===== src/rtl/dc_offset_pkg.sv =====
// Shared types and helpers for the DC offset tracker.
//   dc_state_e : controller state encoding as seen on the state output port
//   sat_signed : clip a signed value to the signed range of a given width
package dc_offset_pkg;

  typedef enum logic [1:0] {
    ST_IDLE    = 2'd0,
    ST_ACQUIRE = 2'd1,
    ST_TRACK   = 2'd2,
    ST_HOLD    = 2'd3
  } dc_state_e;

  // Carrier width for sat_signed; every caller sign-extends into it.
  localparam int SAT_W = 64;

  function automatic logic signed [SAT_W-1:0] sat_signed(
    input logic signed [SAT_W-1:0] value,
    input int                      width
  );
    logic signed [SAT_W-1:0] max_v;
    logic signed [SAT_W-1:0] min_v;
    max_v = (64'sd1 <<< (width - 1)) - 64'sd1;
    min_v = -max_v - 64'sd1;
    if (value > max_v)      return max_v;
    else if (value < min_v) return min_v;
    else                    return value;
  endfunction

endpackage


===== src/rtl/dc_offset_integrator.sv =====
// Leaky first-order integrator holding the DC estimate.
//   clk, reset : clock, asynchronous active-high reset
//   clr        : force the accumulator to zero (controller idle)
//   upd        : integrate in_data on this edge
//   fast       : use acquisition gain (only with DC_OFFSET_TRACKER_ACQUIRE_EN)
//   in_data    : signed sample
//   est        : floor(acc / 2^ALPHA_SHIFT), the current mean estimate
// Optional feature macro: DC_OFFSET_TRACKER_ACQUIRE_EN (fast-gain path).
module dc_offset_integrator
  import dc_offset_pkg::*;
#(
  parameter int WIDTH       = 16,
  parameter int ALPHA_SHIFT = 20
`ifdef DC_OFFSET_TRACKER_ACQUIRE_EN
  ,
  parameter int FAST_SHIFT  = 8
`endif
) (
  input  logic                    clk,
  input  logic                    reset,
  input  logic                    clr,
  input  logic                    upd,
`ifdef DC_OFFSET_TRACKER_ACQUIRE_EN
  input  logic                    fast,
`endif
  input  logic signed [WIDTH-1:0] in_data,
  output logic signed [WIDTH-1:0] est
);

  localparam int A  = WIDTH + ALPHA_SHIFT;
  localparam int AX = A + 1;

  logic signed [A-1:0]  acc_p0;
  logic signed [A-1:0]  acc_d;
  logic signed [AX-1:0] in_x;
  logic signed [AX-1:0] est_x;
  logic signed [AX-1:0] sum_x;

  // Upper WIDTH bits of a two's complement value are its floor division.
  assign est = $signed(acc_p0[A-1:ALPHA_SHIFT]);

  always_comb begin
    in_x  = AX'(in_data);
    est_x = AX'(est);
`ifdef DC_OFFSET_TRACKER_ACQUIRE_EN
    // Both terms scaled so the effective loop gain becomes 2^-FAST_SHIFT.
    if (fast) begin
      in_x  = in_x <<< (ALPHA_SHIFT - FAST_SHIFT);
      est_x = est_x <<< (ALPHA_SHIFT - FAST_SHIFT);
    end
`endif
    sum_x = AX'(acc_p0) + in_x - est_x;
    acc_d = acc_p0;
    if (clr)      acc_d = '0;
    else if (upd) acc_d = A'(sat_signed(SAT_W'(sum_x), A));
  end

  // Stage p0: accumulator update on the accepting edge
  always_ff @(posedge clk or posedge reset) begin
    if (reset) acc_p0 <= '0;
    else       acc_p0 <= acc_d;
  end

endmodule


===== src/rtl/dc_offset_tracker.sv =====
// Receive-path DC offset estimator producing the negated, saturated estimate
// that feeds the second operand of the downstream saturating adder.
//   clk, reset : clock, asynchronous active-high reset
//   en         : tracking enable (level); low forces IDLE and clears estimate
//   freeze     : hold the current estimate (level)
//   in_data    : signed sample, qualified by in_valid (no backpressure)
//   out_corr   : sat(-estimate), strobed by out_valid when recomputed
//   state      : IDLE=0, ACQUIRE=1, TRACK=2, HOLD=3
// Optional feature macro: DC_OFFSET_TRACKER_ACQUIRE_EN builds the ACQUIRE
// state, its settle counter and the fast-gain integrator path.
module dc_offset_tracker
  import dc_offset_pkg::*;
#(
  parameter int WIDTH         = 16,
  parameter int ALPHA_SHIFT   = 20,
  parameter int FAST_SHIFT    = 8,
  parameter int SETTLE_CYCLES = 1024
) (
  input  logic                    clk,
  input  logic                    reset,
  input  logic                    en,
  input  logic                    freeze,
  input  logic signed [WIDTH-1:0] in_data,
  input  logic                    in_valid,
  output logic signed [WIDTH-1:0] out_corr,
  output logic                    out_valid,
  output logic [1:0]              state
);

  function automatic logic signed [WIDTH-1:0] neg_sat(input logic signed [WIDTH-1:0] v);
    return WIDTH'(sat_signed(-(SAT_W'(v)), WIDTH));
  endfunction

  dc_state_e state_q, state_d;
  logic      accept;
  logic      clr;
  logic      vld_p0;
  logic      vld_p1;
  logic      vld_d;
  logic signed [WIDTH-1:0] est;
  logic signed [WIDTH-1:0] corr_p1;
  logic signed [WIDTH-1:0] corr_d;

`ifdef DC_OFFSET_TRACKER_ACQUIRE_EN
  localparam int CNT_W = $clog2(SETTLE_CYCLES + 1);
  logic [CNT_W-1:0] settle_q, settle_d;
  logic             fast;
`endif

  always_comb begin
    state_d = state_q;
    accept  = 1'b0;
    clr     = 1'b0;
`ifdef DC_OFFSET_TRACKER_ACQUIRE_EN
    settle_d = settle_q;
    fast     = 1'b0;
`endif
    if (!en) begin
      state_d = ST_IDLE;
      clr     = 1'b1;
`ifdef DC_OFFSET_TRACKER_ACQUIRE_EN
      settle_d = '0;
`endif
    end else begin
      unique case (state_q)
        ST_IDLE: begin
          clr = 1'b1;
`ifdef DC_OFFSET_TRACKER_ACQUIRE_EN
          settle_d = '0;
          state_d  = ST_ACQUIRE;
`else
          state_d  = ST_TRACK;
`endif
        end
`ifdef DC_OFFSET_TRACKER_ACQUIRE_EN
        ST_ACQUIRE: begin
          // Leaving for HOLD drops any sample on this edge and the count.
          if (freeze) begin
            state_d  = ST_HOLD;
            settle_d = '0;
          end else if (in_valid) begin
            accept = 1'b1;
            fast   = 1'b1;
            if (settle_q == CNT_W'(SETTLE_CYCLES - 1)) begin
              state_d  = ST_TRACK;
              settle_d = '0;
            end else begin
              settle_d = settle_q + 1'b1;
            end
          end
        end
`endif
        ST_TRACK: begin
          if (freeze) state_d = ST_HOLD;
          else        accept  = in_valid;
        end
        ST_HOLD: begin
          if (!freeze) state_d = ST_TRACK;
        end
        default: state_d = ST_IDLE;
      endcase
    end
  end

  always_comb begin
    corr_d = corr_p1;
    vld_d  = 1'b0;
    // Entering or sitting in IDLE zeroes the correction silently.
    if (clr) begin
      corr_d = '0;
    end else if (vld_p0) begin
      corr_d = neg_sat(est);
      vld_d  = 1'b1;
    end
  end

  dc_offset_integrator #(
    .WIDTH       (WIDTH),
    .ALPHA_SHIFT (ALPHA_SHIFT)
`ifdef DC_OFFSET_TRACKER_ACQUIRE_EN
    ,
    .FAST_SHIFT  (FAST_SHIFT)
`endif
  ) u_integrator (
    .clk     (clk),
    .reset   (reset),
    .clr     (clr),
    .upd     (accept),
`ifdef DC_OFFSET_TRACKER_ACQUIRE_EN
    .fast    (fast),
`endif
    .in_data (in_data),
    .est     (est)
  );

  // Stage p0: controller state and accept flag (acc updates in the integrator)
  always_ff @(posedge clk or posedge reset) begin
    if (reset) begin
      state_q <= ST_IDLE;
      vld_p0  <= 1'b0;
    end else begin
      state_q <= state_d;
      vld_p0  <= accept;
    end
  end

`ifdef DC_OFFSET_TRACKER_ACQUIRE_EN
  always_ff @(posedge clk or posedge reset) begin
    if (reset) settle_q <= '0;
    else       settle_q <= settle_d;
  end
`endif

  // Stage p1: correction output from the updated estimate
  always_ff @(posedge clk or posedge reset) begin
    if (reset) begin
      corr_p1 <= '0;
      vld_p1  <= 1'b0;
    end else begin
      corr_p1 <= corr_d;
      vld_p1  <= vld_d;
    end
  end

  assign out_corr  = corr_p1;
  assign out_valid = vld_p1;
  assign state     = state_q;

endmodule


===== config.mk =====
export PLATFORM = sky130hd
export DESIGN_NAME = dc_offset_tracker
export DESIGN_NICKNAME = d
export VERILOG_FILES = /design/src/rtl/dc_offset_pkg.sv /design/src/rtl/dc_offset_integrator.sv /design/src/rtl/dc_offset_tracker.sv
export SDC_FILE = /design/constraint.sdc
export NUM_CORES = 1
export LEC_CHECK = 0
export ABC_AREA = 1
export ABC_CLOCK_PERIOD_IN_PS = 11600
export CAP_MARGIN = 20
export CORE_AREA = 2 2 124 246
export CTS_BUF_LIST = sky130_fd_sc_hd__clkbuf_16
export DETAILED_ROUTE_END_ITERATION = 7
export DIE_AREA = 0 0 126 248
export PLACE_DENSITY_LB_ADDON = 0.3
export SETUP_SLACK_MARGIN = 0.1
export SYNTH_ARGS = -nofsm -noshare
export SYNTH_HDL_FRONTEND = slang
export SYNTH_SLANG_ARGS = --single-unit

===== constraint.sdc =====
create_clock -name clk -period 11.6 [get_ports clk]
set_clock_uncertainty 0.05 [all_clocks]
set_input_delay 2.32 -clock clk [delete_from_list [all_inputs] [get_ports clk]]
set_output_delay 2.32 -clock clk [all_outputs]
set_load 0.03 [all_outputs]

# Word level (Yosys, flattened, before mapping)
# Index checks and enable logic that the tools add are counted.
[word_totals]
register_bits = 56
output_inout_bits = 19
elab_cells = 39
[classes]
n_addsub = 3
n_mux = 19
order_cmp = 4
reduce_logical = 4
n_eq_ne = 4
[op_table]
columns = ["operator", "count"]
rows = [
  ["$mux W36", 4],
  ["$gt A64 B16 Y1 const B", 1],
  ["$lt A64 B16 Y1 const B", 1],
  ["$mux W16", 4],
  ["$neg A16 Y64", 1],
  ["$add A36 B16 Y37", 1],
  ["$gt A37 B36 Y1 const B", 1],
  ["$lt A37 B36 Y1 const B", 1],
  ["$sub A37 B16 Y37", 1],
  ["$mux W1", 7],
  ["$mux W2", 3],
  ["$ne A3 B3 Y1 const B", 2],
  ["$pmux W2 S3", 1],
  ["$eq A2 B2 Y1 const B", 2],
  ["$reduce_bool A2 Y1", 2],
  ["$logic_not A2 Y1", 1],
  ["$reduce_and A2 Y1", 1],
]

# Longest topological paths before layout
[depth]
ltp_word = 7
depth_mapped = 21
depth_no_buf = 21

# Cells and area by module
# Synthesis repeated with hierarchy kept, for this count alone.
[unflattened]
hier_cells = 1110
area_unflattened_um2 = 7714.9
[by_module_without_submodules]
columns = ["mod", "n_inst", "cells_per_inst", "seq_area_each_um2", "area_each_um2"]
rows = [
  ["dc_offset_integrator", 1, 835, 900.9, 5784.3],
  ["dc_offset_tracker", 1, 275, 500.5, 1930.6],
]

# Worst setup path after synthesis
# No wires, ideal clock.
[synth_path]
path_kind = "input to register"
start = "input in_data[15]"
end = "register u_integrator.acc_p0[32]"
n_path_buf = 1
cell_stages = 15
slack_ns = 6.293
setup_time_ns = 0.123
required_ns = 11.427
t_arrival_ns = 5.134
cell_sequence = "inv_1 fa_1 inv_1 ha_1 a21oi_2 inv_1 nor2_2 nand2_1 a21oi_2 nand4_1 nand2_2 nand2_4 buf_6 nand3_1 nand3_2"
[synth_between]
elab_chain_cells = 7
elab_cells_between_ends = 8
[synth_lines]
columns = ["item", "line_no", "rtl"]
rows = [
  ["from (decl)", "dc_offset_tracker.sv:23", "input logic signed [WIDTH-1:0] in_data,"],
  ["$add A36 B16 Y37 (*)", "dc_offset_integrator.sv:52", "sum_x = AX'(acc_p0) + in_x - est_x;"],
  ["$sub A37 B16 Y37 (*)", "dc_offset_integrator.sv:52", ""],
  ["$lt A37 B36 Y1", "dc_offset_pkg.sv:25", "else if (value < min_v) return min_v;"],
  ["$mux W36", "dc_offset_pkg.sv:25", ""],
  ["$mux W36 (*)", "dc_offset_pkg.sv:24", "if (value > max_v) return max_v;"],
  ["$mux W36 (*)", "dc_offset_integrator.sv:55", "else if (upd) acc_d = A'(sat_signed(SAT_W'(sum_x), A));"],
  ["$mux W36 (*)", "dc_offset_integrator.sv:54", "if (clr) acc_d = '0;"],
  ["to (signal assigned)", "dc_offset_integrator.sv:60", "if (reset) acc_p0 <= '0;"],
  ["to (signal assigned)", "dc_offset_integrator.sv:61", "else acc_p0 <= acc_d;"],
  ["to (decl)", "dc_offset_integrator.sv:33", "logic signed [A-1:0] acc_p0;"],
]
# Every way passes the cells marked *; elsewhere a longest branch is shown, timed or not. The select of a mux whose other input is x is not followed.
# A chain may end at the register's enable or synchronous reset.

# Worst setup path in the final report
[layout_path]
start = "input in_data[15]"
end = "register u_integrator.acc_p0[14]"
# The elaborated chain is that of the path after synthesis.

==> run_results.csv <==
group,metric,value,unit
status,status,"finished, final reports clean",
worst_hold_path,hold_path_depth,2,
timing,period_minus_slack,6178,ps
yosys,avgSynthCellArea,6.786,um^2
floorplan,fp-row-count,89,
yosys,synth_seq_cells,56,
routing,dr_total_vias,6690,
yosys,syn_inst,1064,
worst_setup_path,worstPathRequired,11780,ps
yosys,syn_area,0.007221,mm^2
routing,drt-initial-drc-count,275,
clocking,clockBufferDepth,2,
layout,instances_no_fill,1463,
worst_hold_path,hold_path_startpoint,"out_corr[14]",
timing,post-route-period-util,53.26,%
clocking,cts_root_buf,"clkbuf_16",
layout,design_area,0.008155,mm^2
layout,filler_cell_count,3353,
clocking,numCtsBuffers,5,
yosys,syn_nets,1176,
floorplan,core_area,0.02940,mm^2
worst_setup_path,startpoint_type,"input port",
worst_setup_path,cpMostUsedCell,"nand2_1",
global_route,grt_max_degree,57,
routing,drt_pass1_iterations,6,
timing,rsz0062_at_grt,"false",
routing,wl_per_cell,16.62,um
floorplan,die_area,0.03125,mm^2
routing,drcViolationCount,0,
routing,antenna_left,0,
yosys,synth_ff_type,"dfrtp_1",
yosys,ys_types,38,
worst_setup_path,crit_chain,"clkdlybuf4s50_1 -> inv_1 -> buf_4 -> fa_1 -> inv_1 -> ha_1 -> nand2_1 -> nor2_1 -> nand2_1 -> nor2_2 -> nand3_2 -> nand3_2 -> nand2_1 -> nand2_1 -> nand3_4 -> nand3_1",
layout,diodes,0,
floorplan,io_pins,40,
worst_hold_path,min_to,"out_corr[14]",
yosys,synth_edf_count,0,
floorplan,initial_core_util,24.56,%
clocking,cts_tree,"built",
clocking,clk_latency,310,ps
layout,drive_gt1_share,10.56,%
placement,gp_congestion,1.063,
worst_setup_path,slowest_delay,590,ps
run,drv_cap,0,
worst_setup_path,r2r_slack,7340,ps
yosys,synthTopCellsByArea,"dfrtp_1 (19%), nand2_1 (17%), inv_1 (11%)",
placement,dp_slack,5174,ps
power,peakVddDrop,0.00006464,V
timing,holdWs,434.8,ps
clocking,post_cts_resized,0,
worst_setup_path,cp_top_family,"simple AND/OR/NAND/NOR gates",
timing,finalHoldViolCount,0,
yosys,netlist.area_leader.share,19.41,%
yosys,yosysSeqAreaShare,19.41,%
worst_setup_path,r2r_end,"u_integrator.acc_p0[14]",
clocking,cts_setup_buffers,0,
placement,hpwlAfterDp,20220,um
yosys,yosys_warnings,0,
routing,wl,24310,um
worst_setup_path,arrival,6360,ps
global_route,grt_pass1_vias,6993,
yosys,synth_common_cells,"nand2_1 (336), inv_1 (206), nor2_1 (77)",
timing,setup_viol,0,
worst_setup_path,cp_slowest_cell,"fa_1",
timing,tightest_slew,1027,ps
routing,vias_per_cell,4.573,
placement,dpl_cell_area,0.007980,mm^2
yosys,yosys.area.top_type,"dfrtp_1",
placement,io_buffers,39,
clocking,clkSinkCount,56,
worst_setup_path,timing.rr.start,"u_integrator.acc_p0[35]",
power,static-leakage-power,4.434,nW
timing,max_freq,161.9,MHz
power,p_per_area,172.5,mW/mm^2
layout,area_growth,12.94,%
clocking,clkTransAtPathRegs,80,ps
timing,slew_headroom,31.31,%
clocking,cts_hold_repair.buffers,0,
global_route,antenna_found_initial,1,
layout,final_net_count,1210,
worst_setup_path,cp.buffers_inverters,4,
worst_setup_path,path_class,"input port to flip-flop",
layout,fin_util,27.74,%
power,power,1.407,mW
clocking,htreeDepth,2,
yosys,synthArstFlopShare,100.0,%
floorplan,fp.dieH,248,um
timing,final_max_slew_viol_count,0,
timing,final.setup.tns,0,ps
global_route,overflow,0,
worst_hold_path,hp-class,"flip-flop to flip-flop",
placement,placed_cells,1454,
worst_setup_path,crit_path_end_kind,"flip-flop",
worst_setup_path,critPathMaxFanout,32,
timing,setup_ws,5422,ps
worst_setup_path,rr_worst_depth,16,
global_route,grt_usage,15.81,%
floorplan,die_w,126,um
yosys,yosysMostFrequentCell,"nand2_1",
global_route,grt_pass1_wl,37500,um
-- worst max path at each step --
stage                      startpoint                 endpoint  slack (ps)  depth (start not counted)
after detailed placement  in_data[15]  u_integrator.acc_p0[15]        5170                         16
after global placement    in_data[15]  u_integrator.acc_p0[14]        5220                         16
after global routing      in_data[15]  u_integrator.acc_p0[15]        5200                         16
after CTS                 in_data[15]  u_integrator.acc_p0[14]        5500                         16
final                     in_data[15]  u_integrator.acc_p0[14]        5420                         16
after floorplan           in_data[15]  u_integrator.acc_p0[32]        6290                         15
-- layout make-up --
cell class,instances,area (um^2),share of cell area (%)
Multi-Input combinational cell,775,4885,59.90
Sequential cell,56,1401,17.18
Inverter,214,803.3,9.850
Tap cell,364,455.4,5.585
Timing Repair Buffer,46,442.9,5.431
Clock buffer,5,125.1,1.534
Clock inverter,3,42.54,0.5216
-- worst register-to-register path: stages (launching register included) --
cell and delay (ps):
dfrtp_1 330, buf_4 400, inv_1 530, ha_1 460
xnor2_1 210, inv_1 80, ha_1 390, inv_2 80
nor3_2 220, nand2_1 150, nor2_4 120, nand3_2 110
nand3_2 100, nand2_1 60, nand2_2 110, nand3_4 500
nand3_1 290
-- registers in the layout, summed over array words and instances, names as in the netlist --
name / count
out_valid: 1
out_corr: 16
vld_p0: 1
state: 2
u_integrator.acc_p0: 36
-- routing by layer --
metal,up-vias,GRT usage (%),share of wire [%]
li1,3364,-,-
met1,3089,13.79,32
met2,150,32.48,57
met3,85,0.9916,2.2
met4,2,12.06,8.3
met5,-,0,0.070
-- kinds of logic (layout without fill, tap and decap cells) --
group           count (synthesis)  count (layout)  synth area share, %
compound gates                 66              66                5.372
xor+xnor                       25              25                3.032
flops                          56              56                19.41
simple gates                  593             593                39.80
fa+ha+maj                      91              91                19.41
buf+inv                       233             268                12.98
-- layout by cell type, fill, tap and decap left out, drive strengths merged --
cell type      instances
inv                  215
and2                   1
o31ai                  1
a21oi                 37
or2                    1
dfrtp                 56
nor4                   7
clkbuf                 5
ha                    56
nand3                116
o21bai                 8
nor3                  10
fa                    35
nand2                346
nor2                  89
o21a                   4
clkdlybuf4s50         39
a21boi                 1
nand4                 21
clkinv                 1
buf                    7
nand3b                 1
xnor2                  5
nor3b                  1
bufinv                 1
o21ai                 15
xor2                  20
-- power by group --
part	total [mW]	leakage, nW	switching (mW)	internal [mW]
clock network	0.186	0.0856	0.0834	0.102
logic	0.989	3.58	0.671	0.319
registers	0.231	0.773	0.0216	0.210
total	1.41	4.43	0.776	0.631
Note: power is estimated with default switching activity, not from simulation.
